==> config.mk <==
export PLATFORM = sky130hd
export DESIGN_NAME = muldiv_unit
export DESIGN_NICKNAME = d
export VERILOG_FILES = /design/src/rtl/muldiv_unit.sv
export SDC_FILE = /design/constraint.sdc
export NUM_CORES = 1
export LEC_CHECK = 0
export ABC_AREA = 1
export BUFFER_PORTS_ARGS = -buffer_cell sky130_fd_sc_hd__buf_2
export CAP_MARGIN = 5
export CORE_ASPECT_RATIO = 0.8
export CORE_MARGIN = 1.5
export CORE_UTILIZATION = 33
export CTS_CLUSTER_SIZE = 28
export DETAILED_ROUTE_END_ITERATION = 6
export PLACE_DENSITY = 0.47
export SKIP_LAST_GASP = 1
export SLEW_MARGIN = 20
export SYNTH_ARGS = -nofsm -noshare
export SYNTH_HDL_FRONTEND = slang
export SYNTH_SLANG_ARGS = --single-unit
==> constraint.sdc <==
create_clock -name clk -period 3.4 [get_ports clk]
set_input_delay 0.68 -clock clk [delete_from_list [all_inputs] [get_ports clk]]
set_output_delay 0.68 -clock clk [all_outputs]
set_load 0.02 [all_outputs]
==> src/rtl/muldiv_unit.sv <==
// Purpose : iterative RISC-V M-extension multiply/divide unit (shift-add multiply, restoring divide).
// Latency : done pulses 33 cycles after the accepting edge's cycle (32 iterations); divide-by-zero
//           finishes in the cycle right after acceptance.
// Backpr. : no handshake; start is ignored while busy=1, and is accepted in IDLE or in the DONE cycle.
// Optional: define MULDIV_SIGNED_EN to give MULH/MULHSU/DIV/REM signed RISC-V semantics; otherwise
//           001/010 run as MULHU, 100 as DIVU, 110 as REMU.
// Ports   : clk, rst_n (async active-low) | start, op[2:0] (funct3), opA, opB (request)
//           busy (iterating), done (1-cycle result pulse), result, divZero (divide by zero flag)
module muldiv_unit #(
   parameter int DATA_WIDTH = 32
) (
   input  logic                  clk,
   input  logic                  rst_n,
   input  logic                  start,
   input  logic [2:0]            op,
   input  logic [DATA_WIDTH-1:0] opA,
   input  logic [DATA_WIDTH-1:0] opB,
   output logic                  busy,
   output logic                  done,
   output logic [DATA_WIDTH-1:0] result,
   output logic                  divZero
);

   localparam int W  = DATA_WIDTH;
   localparam int CW = $clog2(W);

   typedef enum logic [1:0] {IDLE, RUN, DONE} state_t;

   state_t          state, state_nxt;
   logic [W-1:0]    hi_q, lo_q, b_q;      // hi:lo = product / remainder:quotient, b = multiplicand/divisor
   logic [2:0]      op_q;
   logic            neg_p_q;              // negate product or quotient
   logic            neg_r_q;              // negate remainder
   logic [CW-1:0]   cnt_q;
   logic            dz_q;
   logic [W-1:0]    result_q;

   logic            accept, div_zero_req, last_iter;
   logic            sign_a, sign_b, a_neg, b_neg;
   logic [W-1:0]    mag_a, mag_b;
   logic [W:0]      mul_sum;
   logic [W:0]      div_shift;
   logic            div_ge;
   logic [W-1:0]    hi_nxt, lo_nxt;
   logic [2*W-1:0]  prod;
   logic [W-1:0]    quo, rem, fin;

   assign accept       = start && (state != RUN);
   assign div_zero_req = op[2] && (opB == '0);
   assign last_iter    = (cnt_q == CW'(W - 1));

   // Which operands are treated as two's complement; all-zero in the unsigned-only build,
   // which folds the magnitude and sign-correction muxes away.
   always_comb begin
      sign_a = 1'b0;
      sign_b = 1'b0;
`ifdef MULDIV_SIGNED_EN
      case (op)
         3'b001, 3'b100, 3'b110: begin
            sign_a = 1'b1;
            sign_b = 1'b1;
         end
         3'b010: sign_a = 1'b1;   // MULHSU: rs1 signed, rs2 unsigned
         default: ;
      endcase
`endif
   end

   assign a_neg = sign_a && opA[W-1];
   assign b_neg = sign_b && opB[W-1];
   assign mag_a = a_neg ? ('0 - opA) : opA;
   assign mag_b = b_neg ? ('0 - opB) : opB;

   // One iteration of either datapath plus the final sign fix-up applied on the last one.
   always_comb begin
      mul_sum   = {1'b0, hi_q} + (lo_q[0] ? {1'b0, b_q} : '0);
      div_shift = {hi_q, lo_q[W-1]};
      div_ge    = (div_shift >= {1'b0, b_q});
      hi_nxt    = hi_q;
      lo_nxt    = lo_q;
      if (op_q[2]) begin
         // Partial remainder is always < divisor, so div_shift < 2*divisor and the
         // difference fits in W bits.
         hi_nxt = div_ge ? (div_shift[W-1:0] - b_q) : div_shift[W-1:0];
         lo_nxt = {lo_q[W-2:0], div_ge};
      end else begin
         hi_nxt = mul_sum[W:1];
         lo_nxt = {mul_sum[0], lo_q[W-1:1]};
      end
      prod = {hi_nxt, lo_nxt};
      if (neg_p_q) begin
         prod = '0 - prod;
      end
      quo = neg_p_q ? ('0 - lo_nxt) : lo_nxt;
      rem = neg_r_q ? ('0 - hi_nxt) : hi_nxt;
      if (op_q[2]) begin
         fin = op_q[1] ? rem : quo;
      end else begin
         fin = (op_q[1:0] == 2'b00) ? prod[W-1:0] : prod[2*W-1:W];
      end
   end

   always_ff @(posedge clk or negedge rst_n) begin
      if (!rst_n) begin
         state <= IDLE;
      end else begin
         state <= state_nxt;
      end
   end

   always_comb begin
      state_nxt = state;
      case (state)
         IDLE, DONE: begin
            if (start) begin
               state_nxt = div_zero_req ? DONE : RUN;
            end else begin
               state_nxt = IDLE;
            end
         end
         RUN: begin
            if (last_iter) begin
               state_nxt = DONE;
            end
         end
         default: state_nxt = IDLE;
      endcase
   end

   always_ff @(posedge clk or negedge rst_n) begin
      if (!rst_n) begin
         hi_q     <= '0;
         lo_q     <= '0;
         b_q      <= '0;
         op_q     <= '0;
         neg_p_q  <= 1'b0;
         neg_r_q  <= 1'b0;
         cnt_q    <= '0;
         dz_q     <= 1'b0;
         result_q <= '0;
      end else if (accept) begin
         op_q    <= op;
         cnt_q   <= '0;
         neg_p_q <= a_neg ^ b_neg;
         neg_r_q <= a_neg;
         hi_q    <= '0;
         if (div_zero_req) begin
            // Architectural divide-by-zero results use the raw operand, not its magnitude.
            dz_q     <= 1'b1;
            result_q <= op[1] ? opA : '1;
         end else begin
            dz_q <= 1'b0;
            if (op[2]) begin
               lo_q <= mag_a;     // dividend shifts out as quotient shifts in
               b_q  <= mag_b;
            end else begin
               lo_q <= mag_b;     // multiplier shifts out as low product shifts in
               b_q  <= mag_a;
            end
         end
      end else if (state == RUN) begin
         hi_q  <= hi_nxt;
         lo_q  <= lo_nxt;
         cnt_q <= cnt_q + 1'b1;
         if (last_iter) begin
            result_q <= fin;
         end
      end
   end

   assign busy    = (state == RUN);
   assign done    = (state == DONE);
   assign divZero = (state == DONE) && dz_q;
   assign result  = result_q;

endmodule
==> results.tsv, run 1 <==
stage	metric	value	unit
floorplanning	num ports	105	
setup_path	Stages on worst setup path	17	
cells_and_area	Final nets	2548	
setup_path	Top delay family on crit path	simple AND/OR/NAND/NOR gates	
global_route	first-pass GRT wire length	87730	µm
clock_network	Root Buffer	clkbuf_16	
setup_path	Worst EP required	3.73	ns
clock_network	Post-CTS Hold Buffers	0	
setup_path	r2r setup slk	0.20	ns
floorplanning	area of the die	42760	µm²
synthesis	Yosys reg bits	139	
place	routability cong.	1.006	
setup_path	worst path cell trace	buf_12 > nand2_1 > inv_1 > ha_1 > a21oi_1 > o21ai_0 > buf_4 > a21oi_1 > nor2_1 > nor2_1 > nand2_1 > nand2_1 > nand4_1 > nand2_1 > nand3_1 > nand2_1 > nand2_1	
setup_path	critical path peak fanout	32	
synthesis	Syn Inst Count	2337	
setup_path	Arrival @ worst endpoint	3.53	ns
cells_and_area	layout cells sized above 1	9.451	%
cells_and_area	Fillers	4627	
status	status	finished clean	
synthesis	Cell variety after synth	41	
timing	Rel. slew slack	34.86	%
setup_path	Startpoint Class	register	
setup_path	r2r endpoint	result[31]	
clock_network	CTS buffer count	17	
floorplanning	row count	66	
clock_network	clk_lat worst skew	0.44	ns
clock_network	Reg clk slew, reported paths	0.07	ns
place	dpl hpwl	47020	µm
clock_network	post-CTS resize count	0	
clock_network	CTS Sinks	139	
cells_and_area	most frequent cells in the layout	nand2_1, inv_1, nand3_1, o21ai_0, nor2_1	
timing	final setup fails	0	
synthesis	asr flop ratio synth	100.0	%
detailed_routing	antenna-violating nets left	0	
detailed_routing	WL/cell	19.77	µm
timing	Final Hold Vio Count	0	
timing	Final Cycle Share	94.18	%
synthesis	Mapped Area	13700	µm²
clock_network	Max Root-Sink Buffers	2	
global_route	gr usage total	27.50	%
floorplanning	Starting Density	33.59	%
setup_path	slowest CP cell	dfrtp_1	
global_route	total grt overflow	0	
floorplanning	width of the die	230.8	µm
worst_hold_path	Hold Path Class	in -> async	
timing	setup TNS	0	ns
clock_network	CTS tree	done	
detailed_routing	drt total wl	58650	µm
detailed_routing	vias per inst	5.170	
place	PortBufs	104	
setup_path	WP buf/inv	3	
floorplanning	die height	185.3	µm
cells_and_area	Layout area overhead	13.86	%
detailed_routing	Vias	15340	
synthesis	yosys warns	0	
cells_and_area	commonest non-fill, non-tap cell in the layout	nand2_1	
synthesis	Post-Syn Nets	2475	
global_route	vias in the first global route	14310	
detailed_routing	Starting DRT DRC Count	1518	
timing	RSZ-0062 raised after global routing	false	
synthesis	synthesized area per cell	5.863	µm²
timing	minimum clock period	3.202	ns
synthesis	top_reg_cell synth	dfrtp_1	
setup_path	Crit. End Element	register	
clock_network	setup bufs post-CTS	0	
synthesis	Post-synth EDFFs	0	
synthesis	sequential-to-total area share from yosys stat	25.39	%
setup_path	FF-to-FF Start	lo_q[0]	
cells_and_area	# diodes	0	
global_route	pin count of the biggest net entering global routing	76	
timing	fmax	0.3123	GHz
setup_path	Setup CP Type	reg -> reg	
detailed_routing	DRC Markers	0	
setup_path	crit-path most repeated cell	nand2_1	
timing	worst slew pin tran	0.9748	ns
setup_path	maximum single-stage delay on the critical path	0.42	ns
detailed_routing	first-pass iteration count of the detailed router	5	
setup_path	Reg2Reg Depth	17	
run	max_cap viols	0	
global_route	initial antenna violation count	0	
floorplanning	Placeable Area	40790	µm²
clock_network	htree depth	4	
timing	Clock Skew	0.008164	ns
timing	Slew Limit Fails	0	
-- routing by layer --
metal  track usage, %  up-vias  share of wire (%)
met2            44.43      448                 46
met5                0        -                  0
met3            3.371       51                5.4
met1            38.87     7224                 47
li1                 -     7617                  -
met4            6.458        0                1.9
-- registers in the layout, summed over array words and instances, names as in the netlist --
name	cells
b_q	32
cnt_q	5
dz_q	1
hi_q	32
lo_q	32
op_q	3
result	32
state	2
-- per-stage QoR --
| step | worst slack, ns | cell area [µm²] | hold WS [ns] | cells | util [%] |
|---|---|---|---|---|---|
| floorplan | 0.6850 | 13700 | 0.3844 | 2337 | - |
| global placement | 0.1784 | 14930 | 0.4578 | 2935 | 36.61 |
| detailed placement | 0.1890 | 14930 | 0.4599 | 2935 | 36.61 |
| CTS | 0.1807 | 15590 | 0.2008 | 2967 | 38.22 |
| global route | 0.01390 | 15600 | 0.2090 | 2967 | 38.24 |
| finish | 0.1977 | 15600 | 0.1908 | 2967 | 38.24 |
-- cell usage after synthesis (6+ instances only) --
cell / number / area, µm²
nand3_1: 196 / 980.9
a21oi_1: 119 / 595.6
dfrtp_1: 139 / 3478
nand2_1: 804 / 3018
nor2_2: 6 / 37.54
a31oi_1: 23 / 143.9
nand4_1: 26 / 162.7
inv_1: 354 / 1329
inv_2: 10 / 37.54
xnor2_1: 16 / 140.1
o21ai_1: 17 / 85.08
buf_1: 7 / 26.28
nand3_2: 8 / 80.08
nor3_1: 15 / 75.07
o21ai_0: 192 / 960.9
buf_2: 16 / 80.08
xor2_1: 9 / 78.83
or2_2: 8 / 50.05
ha_1: 66 / 825.8
clkbuf_1: 70 / 262.8
a21o_1: 7 / 52.55
a22o_1: 6 / 52.55
o211ai_1: 35 / 262.8
nor2_1: 148 / 555.5
-- cells by family (layout without fill, tap and decap cells) --
logic type | count (synthesis) | count (layout) | share of synthesized area [%]
AO/OA/AOI/OAI | 412 | 412 | 16.51
XOR/XNOR | 25 | 25 | 1.598
adder cells (fa/ha/maj) | 68 | 68 | 6.319
buffers and inverters | 463 | 549 | 12.97
flip-flops | 139 | 139 | 25.39
multiplexers | 1 | 1 | 0.08218
AND/OR/NAND/NOR | 1229 | 1229 | 37.14
-- worst max path at each step --
stage	to	slack, ns	startpoint
floorplan	result[21]	0.69	lo_q[0]
global placement	result[5]	0.18	hi_q[2]
detailed placement	result[8]	0.19	hi_q[2]
CTS	result[8]	0.18	hi_q[2]
global route	result[4]	0.01	hi_q[5]
finish	result[31]	0.20	lo_q[0]
-- cell type report --
class                      count  area [µm²]  area share, %
clock buffer                  18       439.2          2.815
clock inverter                14       216.5          1.387
inverter                     367        1378          8.830
multi-input combinational   1735        8467          54.27
sequential                   139        3482          22.32
tap                          544       680.7          4.363
timing repair buffer         150       938.4          6.015
-- worst register-to-register path, stage by stage, from the launching register on --
cell and delay, ns:
dfrtp_1 0.42, buf_12 0.19, nand2_1 0.09, inv_1 0.05
ha_1 0.33, a21oi_1 0.33, o21ai_0 0.25, buf_4 0.20
a21oi_1 0.27, nor2_1 0.08, nor2_1 0.09, nand2_1 0.12
nand2_1 0.13, nand4_1 0.16, nand2_1 0.09, nand3_1 0.11
nand2_1 0.13, nand2_1 0.06
Power of run 1 is left out: the tool's default activity adds up to more than one toggle a clock period on the data nets, which glitch-free logic cannot reach.
==> run 2: changes to the inputs <==
--- a/config.mk
+++ b/config.mk
@@ -11,6 +11,7 @@
 export CORE_ASPECT_RATIO = 0.8
 export CORE_MARGIN = 1.5
 export CORE_UTILIZATION = 33
+export CTS_BUF_LIST = sky130_fd_sc_hd__clkbuf_4 sky130_fd_sc_hd__clkbuf_8
 export CTS_CLUSTER_SIZE = 28
 export DETAILED_ROUTE_END_ITERATION = 6
 export PLACE_DENSITY = 0.47
==> run 2 against run 1 <==
- die area unchanged
- wire length about the same
- clock skew rose by 0.0020 ns
- cell count stayed put
- critical path depth did not move
- flip-flop and latch count did not move
- setup slack improved by 0.032 ns
- hold slack worse by 0.058 ns
- via count rose by 0.25%
- sequential share of layout area increased by 0.28 points
- register-to-register slack gained 0.03 ns
- cell area decreased by 1.2%
==> results.tsv, run 2 (synthesis gave the netlist of run 1 again) <==
stage	metric	value	unit
clock_network	CTS tree	done	
setup_path	FF-to-FF Start	lo_q[0]	
detailed_routing	Vias	15380	
status	status	finished clean	
global_route	vias in the first global route	14260	
detailed_routing	first-pass iteration count of the detailed router	6	
place	routability cong.	1.006	
place	PortBufs	104	
floorplanning	die height	185.3	µm
place	dpl hpwl	47020	µm
floorplanning	num ports	105	
detailed_routing	vias per inst	5.183	
setup_path	Setup CP Type	reg -> reg	
cells_and_area	Final nets	2548	
global_route	first-pass GRT wire length	87760	µm
setup_path	critical path peak fanout	32	
timing	Final Hold Vio Count	0	
floorplanning	Starting Density	33.59	%
global_route	gr usage total	27.54	%
setup_path	r2r endpoint	result[31]	
setup_path	Worst EP required	3.79	ns
cells_and_area	Finished Layout Cells	2967	
cells_and_area	layout cells sized above 1	9.451	%
floorplanning	area of the die	42760	µm²
timing	worst slew pin tran	0.9963	ns
cells_and_area	post-layout instance area	15410	µm²
cells_and_area	Layout area overhead	12.46	%
clock_network	Post-CTS Hold Buffers	0	
clock_network	Max Root-Sink Buffers	2	
setup_path	Arrival @ worst endpoint	3.56	ns
floorplanning	Placeable Area	40790	µm²
timing	fmax	0.3154	GHz
global_route	pin count of the biggest net entering global routing	76	
run	max_cap viols	0	
detailed_routing	DRC Markers	0	
timing	setup TNS	0	ns
clock_network	CTS Sinks	139	
setup_path	Reg2Reg Depth	17	
clock_network	CTS buffer count	17	
timing	Clock Skew	0.01019	ns
detailed_routing	drt total wl	58660	µm
timing	Final Cycle Share	93.25	%
clock_network	Root Buffer	clkbuf_8	
cells_and_area	commonest non-fill, non-tap cell in the layout	nand2_1	
timing	RSZ-0062 raised after global routing	false	
clock_network	clk_lat worst skew	0.49	ns
place	Placed Area	14930	µm²
timing	final setup fails	0	
cells_and_area	most frequent cells in the layout	nand2_1, inv_1, nand3_1, o21ai_0, nor2_1	
timing	Slew Limit Fails	0	
detailed_routing	WL/cell	19.77	µm
setup_path	Crit. End Element	register	
detailed_routing	antenna-violating nets left	0	
global_route	total grt overflow	0	
detailed_routing	Starting DRT DRC Count	1570	
clock_network	Reg clk slew, reported paths	0.09	ns
setup_path	r2r setup slk	0.23	ns
cells_and_area	Fillers	4653	
cells_and_area	# diodes	0	
global_route	initial antenna violation count	0	
floorplanning	width of the die	230.8	µm
setup_path	Startpoint Class	register	
floorplanning	row count	66	
timing	Rel. slew slack	33.42	%
timing	minimum clock period	3.170	ns
clock_network	htree depth	4	
place	DP Cell Count	2935	
worst_hold_path	Hold Path Class	in -> async	
## run 2: worst max-delay path by stage
stage | endpoint | from
floorplan | result[21] | lo_q[0]
global placement | result[5] | hi_q[2]
detailed placement | result[8] | hi_q[2]
CTS | result[8] | hi_q[2]
global route | result[4] | hi_q[5]
finish | result[31] | lo_q[0]
## run 2: critical path: stages (launching register included)
cell and delay, ns:
dfrtp_1 0.43, buf_12 0.19, nand2_1 0.07, inv_1 0.05, ha_1 0.33, a21oi_1 0.33, o21ai_0 0.24, buf_4 0.19
a21oi_1 0.26, nor2_1 0.08, nor2_1 0.09, nand2_1 0.11, nand2_1 0.12, nand4_1 0.15, nand2_1 0.09, nand3_1 0.11
nand2_1 0.13, nand2_1 0.06
## run 2: timing repair
| action | in CTS | in global routing |
|---|---|---|
| setup buffers | 0 | 0 |
| gates resized for setup | 0 | 3 |
| setup endpoints to repair | 0 | 12 |
## run 2: stage by stage
step,hold slack (ns),util [%],worst slack (ns)
2_1_floorplan,0.3844,-,0.6850
3_3_place_gp,0.4578,36.61,0.1784
3_5_place_dp,0.4599,36.61,0.1890
4_1_cts,0.1284,37.75,0.1761
5_1_grt,0.1403,37.77,0.004970
6_report,0.1325,37.77,0.2296
## run 2: layer usage
layer	track usage [%]	part of all wire [%]	up-vias
li1	-	-	7597
met1	38.95	47	7269
met2	44.16	45	453
met3	3.325	5.2	60
met4	7.268	2.2	0
met5	0	0	-
## run 2: layout make-up
class	count	area, µm²	area share (%)
Sequential cell	139	3482	22.60
Clock inverter	14	216.5	1.405
Timing Repair Buffer	150	938.4	6.090
Clock buffer	18	247.7	1.608
Inverter	367	1378	8.940
Multi-Input combinational cell	1735	8467	54.94
Tap cell	544	680.7	4.417
Power of run 2 is left out for the same reason.
==> run 3: changes to the inputs <==
--- a/config.mk
+++ b/config.mk
@@ -16,7 +16,7 @@
 export DETAILED_ROUTE_END_ITERATION = 6
 export PLACE_DENSITY = 0.47
 export SKIP_LAST_GASP = 1
-export SLEW_MARGIN = 20
+export SLEW_MARGIN = 5
 export SYNTH_ARGS = -nofsm -noshare
 export SYNTH_HDL_FRONTEND = slang
 export SYNTH_SLANG_ARGS = --single-unit
==> constraint.sdc (replaced) <==
create_clock -name clk -period 3.2 [get_ports clk]
set_input_delay 0.64 -clock clk [delete_from_list [all_inputs] [get_ports clk]]
set_output_delay 0.64 -clock clk [all_outputs]
set_load 0.02 [all_outputs]
==> run 3 against run 2 <==
- clock-buffer cell count up 1
- cell area up 1.4%
- clock skew up 0.0048 ns
- die area unchanged
- register-to-register slack worse by 0.02 ns
- hold slack worse by 0.0077 ns
- critical path depth unchanged
- largest cell class unchanged
==> results.tsv, run 3 (synthesis gave the netlist of run 1 again) <==
stage	metric	value	unit
status	status	finished clean	
cells_and_area	Layout area overhead	14.07	%
detailed_routing	DRC Markers	0	
cells_and_area	most frequent cells in the layout	nand2_1, inv_1, nand3_1, o21ai_0, nor2_1	
cells_and_area	# diodes	0	
clock_network	Post-CTS Hold Buffers	0	
global_route	pin count of the biggest net entering global routing	123	
clock_network	Root Buffer	clkbuf_8	
clock_network	CTS tree	done	
detailed_routing	first-pass iteration count of the detailed router	5	
setup_path	Startpoint Class	register	
setup_path	critical path peak fanout	20	
setup_path	maximum single-stage delay on the critical path	0.46	ns
setup_path	Stages on worst setup path	17	
clock_network	Max Root-Sink Buffers	2	
clock_network	setup bufs post-CTS	0	
clock_network	CTS buffer count	17	
global_route	vias in the first global route	14370	
clock_network	Reg clk slew, reported paths	0.09	ns
timing	Clock Skew	0.01499	ns
global_route	total grt overflow	0	
place	dpl hpwl	47610	µm
timing	Final WS setup	0.2088	ns
timing	Slew Limit Fails	0	
clock_network	clk_lat worst skew	0.49	ns
worst_hold_path	Hold Path Class	in -> async	
clock_network	CTS Sinks	139	
setup_path	FF-to-FF Start	lo_q[0]	
place	PortBufs	104	
timing	final setup fails	0	
setup_path	r2r endpoint	result[30]	
setup_path	crit-path most repeated cell	nand2_1	
place	Placed Area	15180	µm²
global_route	initial antenna violation count	0	
floorplanning	area of the die	42760	µm²
run	max_cap viols	0	
floorplanning	row count	66	
floorplanning	width of the die	230.8	µm
detailed_routing	Vias	15600	
timing	Rel. slew slack	46.45	%
timing	Final Cycle Share	93.48	%
setup_path	Worst EP required	3.58	ns
setup_path	slowest CP cell	dfrtp_2	
detailed_routing	antenna-violating nets left	0	
detailed_routing	vias per inst	5.221	
global_route	gr usage total	28.25	%
cells_and_area	final core utilization	38.31	%
setup_path	Crit. End Element	register	
timing	RSZ-0062 raised after global routing	true	
timing	fmax	0.3343	GHz
floorplanning	Starting Density	33.59	%
timing	minimum clock period	2.991	ns
floorplanning	die height	185.3	µm
setup_path	Worst Setup SP	lo_q[0]	
place	routability cong.	0.9755	
clock_network	htree depth	4	
floorplanning	Placeable Area	40790	µm²
setup_path	r2r setup slk	0.21	ns
setup_path	Setup CP Type	reg -> reg	
detailed_routing	Starting DRT DRC Count	1450	
timing	Final Hold Vio Count	0	
timing	setup TNS	0	ns
floorplanning	num ports	105	
place	DP Worst Slack	-0.1528	ns
cells_and_area	layout cells sized above 1	10.60	%
timing	worst slew pin tran	0.7948	ns
cells_and_area	post-layout instance area	15630	µm²
setup_path	WP buf/inv	3	
global_route	first-pass GRT wire length	89530	µm
setup_path	worst path cell trace	buf_6 > nand2_1 > inv_1 > ha_1 > a21oi_1 > o21ai_0 > buf_4 > nand2_1 > nand2_1 > a21oi_1 > nand3_1 > nand3_1 > nand3_1 > nand2_1 > nand3_1 > nand2_1 > nand2_1	
setup_path	Critical Path Sink	result[30]	
setup_path	Reg2Reg Depth	17	
cells_and_area	Final nets	2568	
cells_and_area	commonest non-fill, non-tap cell in the layout	nand2_1	
detailed_routing	drt total wl	59920	µm
setup_path	Arrival @ worst endpoint	3.37	ns
detailed_routing	WL/cell	20.06	µm
setup_path	Top delay family on crit path	simple AND/OR/NAND/NOR gates	
## run 3: changes by cell type in the layout (fill, tap and decap cells not counted), sizes merged
cell / change
buf: +20
bufinv: -3
clkbuf: +1
clkinv: +2
clkinvlp: +2
inv: -2
## run 3: worst min-delay path by stage
| stage | startpoint | endpoint | cells after the start |
|---|---|---|---|
| 2_1_floorplan | rst_n | b_q[0] | 0 |
| 3_3_place_gp | result[22] | result[22] | 2 |
| 3_5_place_dp | result[12] | result[12] | 2 |
| 4_1_cts | rst_n | lo_q[29] | 1 |
| 5_1_grt | rst_n | result[29] | 1 |
| 6_report | rst_n | result[29] | 1 |
## run 3: per-stage QoR
step	hold slack, ns	cells
2_1_floorplan	0.3444	2337
3_3_place_gp	0.4594	2955
3_5_place_dp	0.4592	2955
4_1_cts	0.1483	2987
5_1_grt	0.1727	2987
6_report	0.1248	2987
## run 3: metal layers
metal | routed length (µm) | up-vias | part of all wire (%) | GRT usage [%]
met1 | 27440 | 7329 | 46 | 39.54
met5 | 0 | - | 0 | 0
met2 | 26600 | 513 | 44 | 43.86
met4 | 2331 | 0 | 3.9 | 11.42
li1 | - | 7654 | - | -
met3 | 3547 | 99 | 5.9 | 3.571
## run 3: final cells by class
type | count | area (µm²)
multi-input cells | 1735 | 8499
flip-flops and latches | 139 | 3483
well taps | 544 | 680.7
fillers | 4597 | 25160
repair buffers | 170 | 1189
clock buffers | 19 | 255.2
clock inverters | 13 | 145.1
inverters | 367 | 1378
## run 3: what timing repair did
action                     CTS  global route
setup endpoints to repair    2            22
resized for setup            1            15
pin swaps                    0             0
Power of run 3 is left out for the same reason.
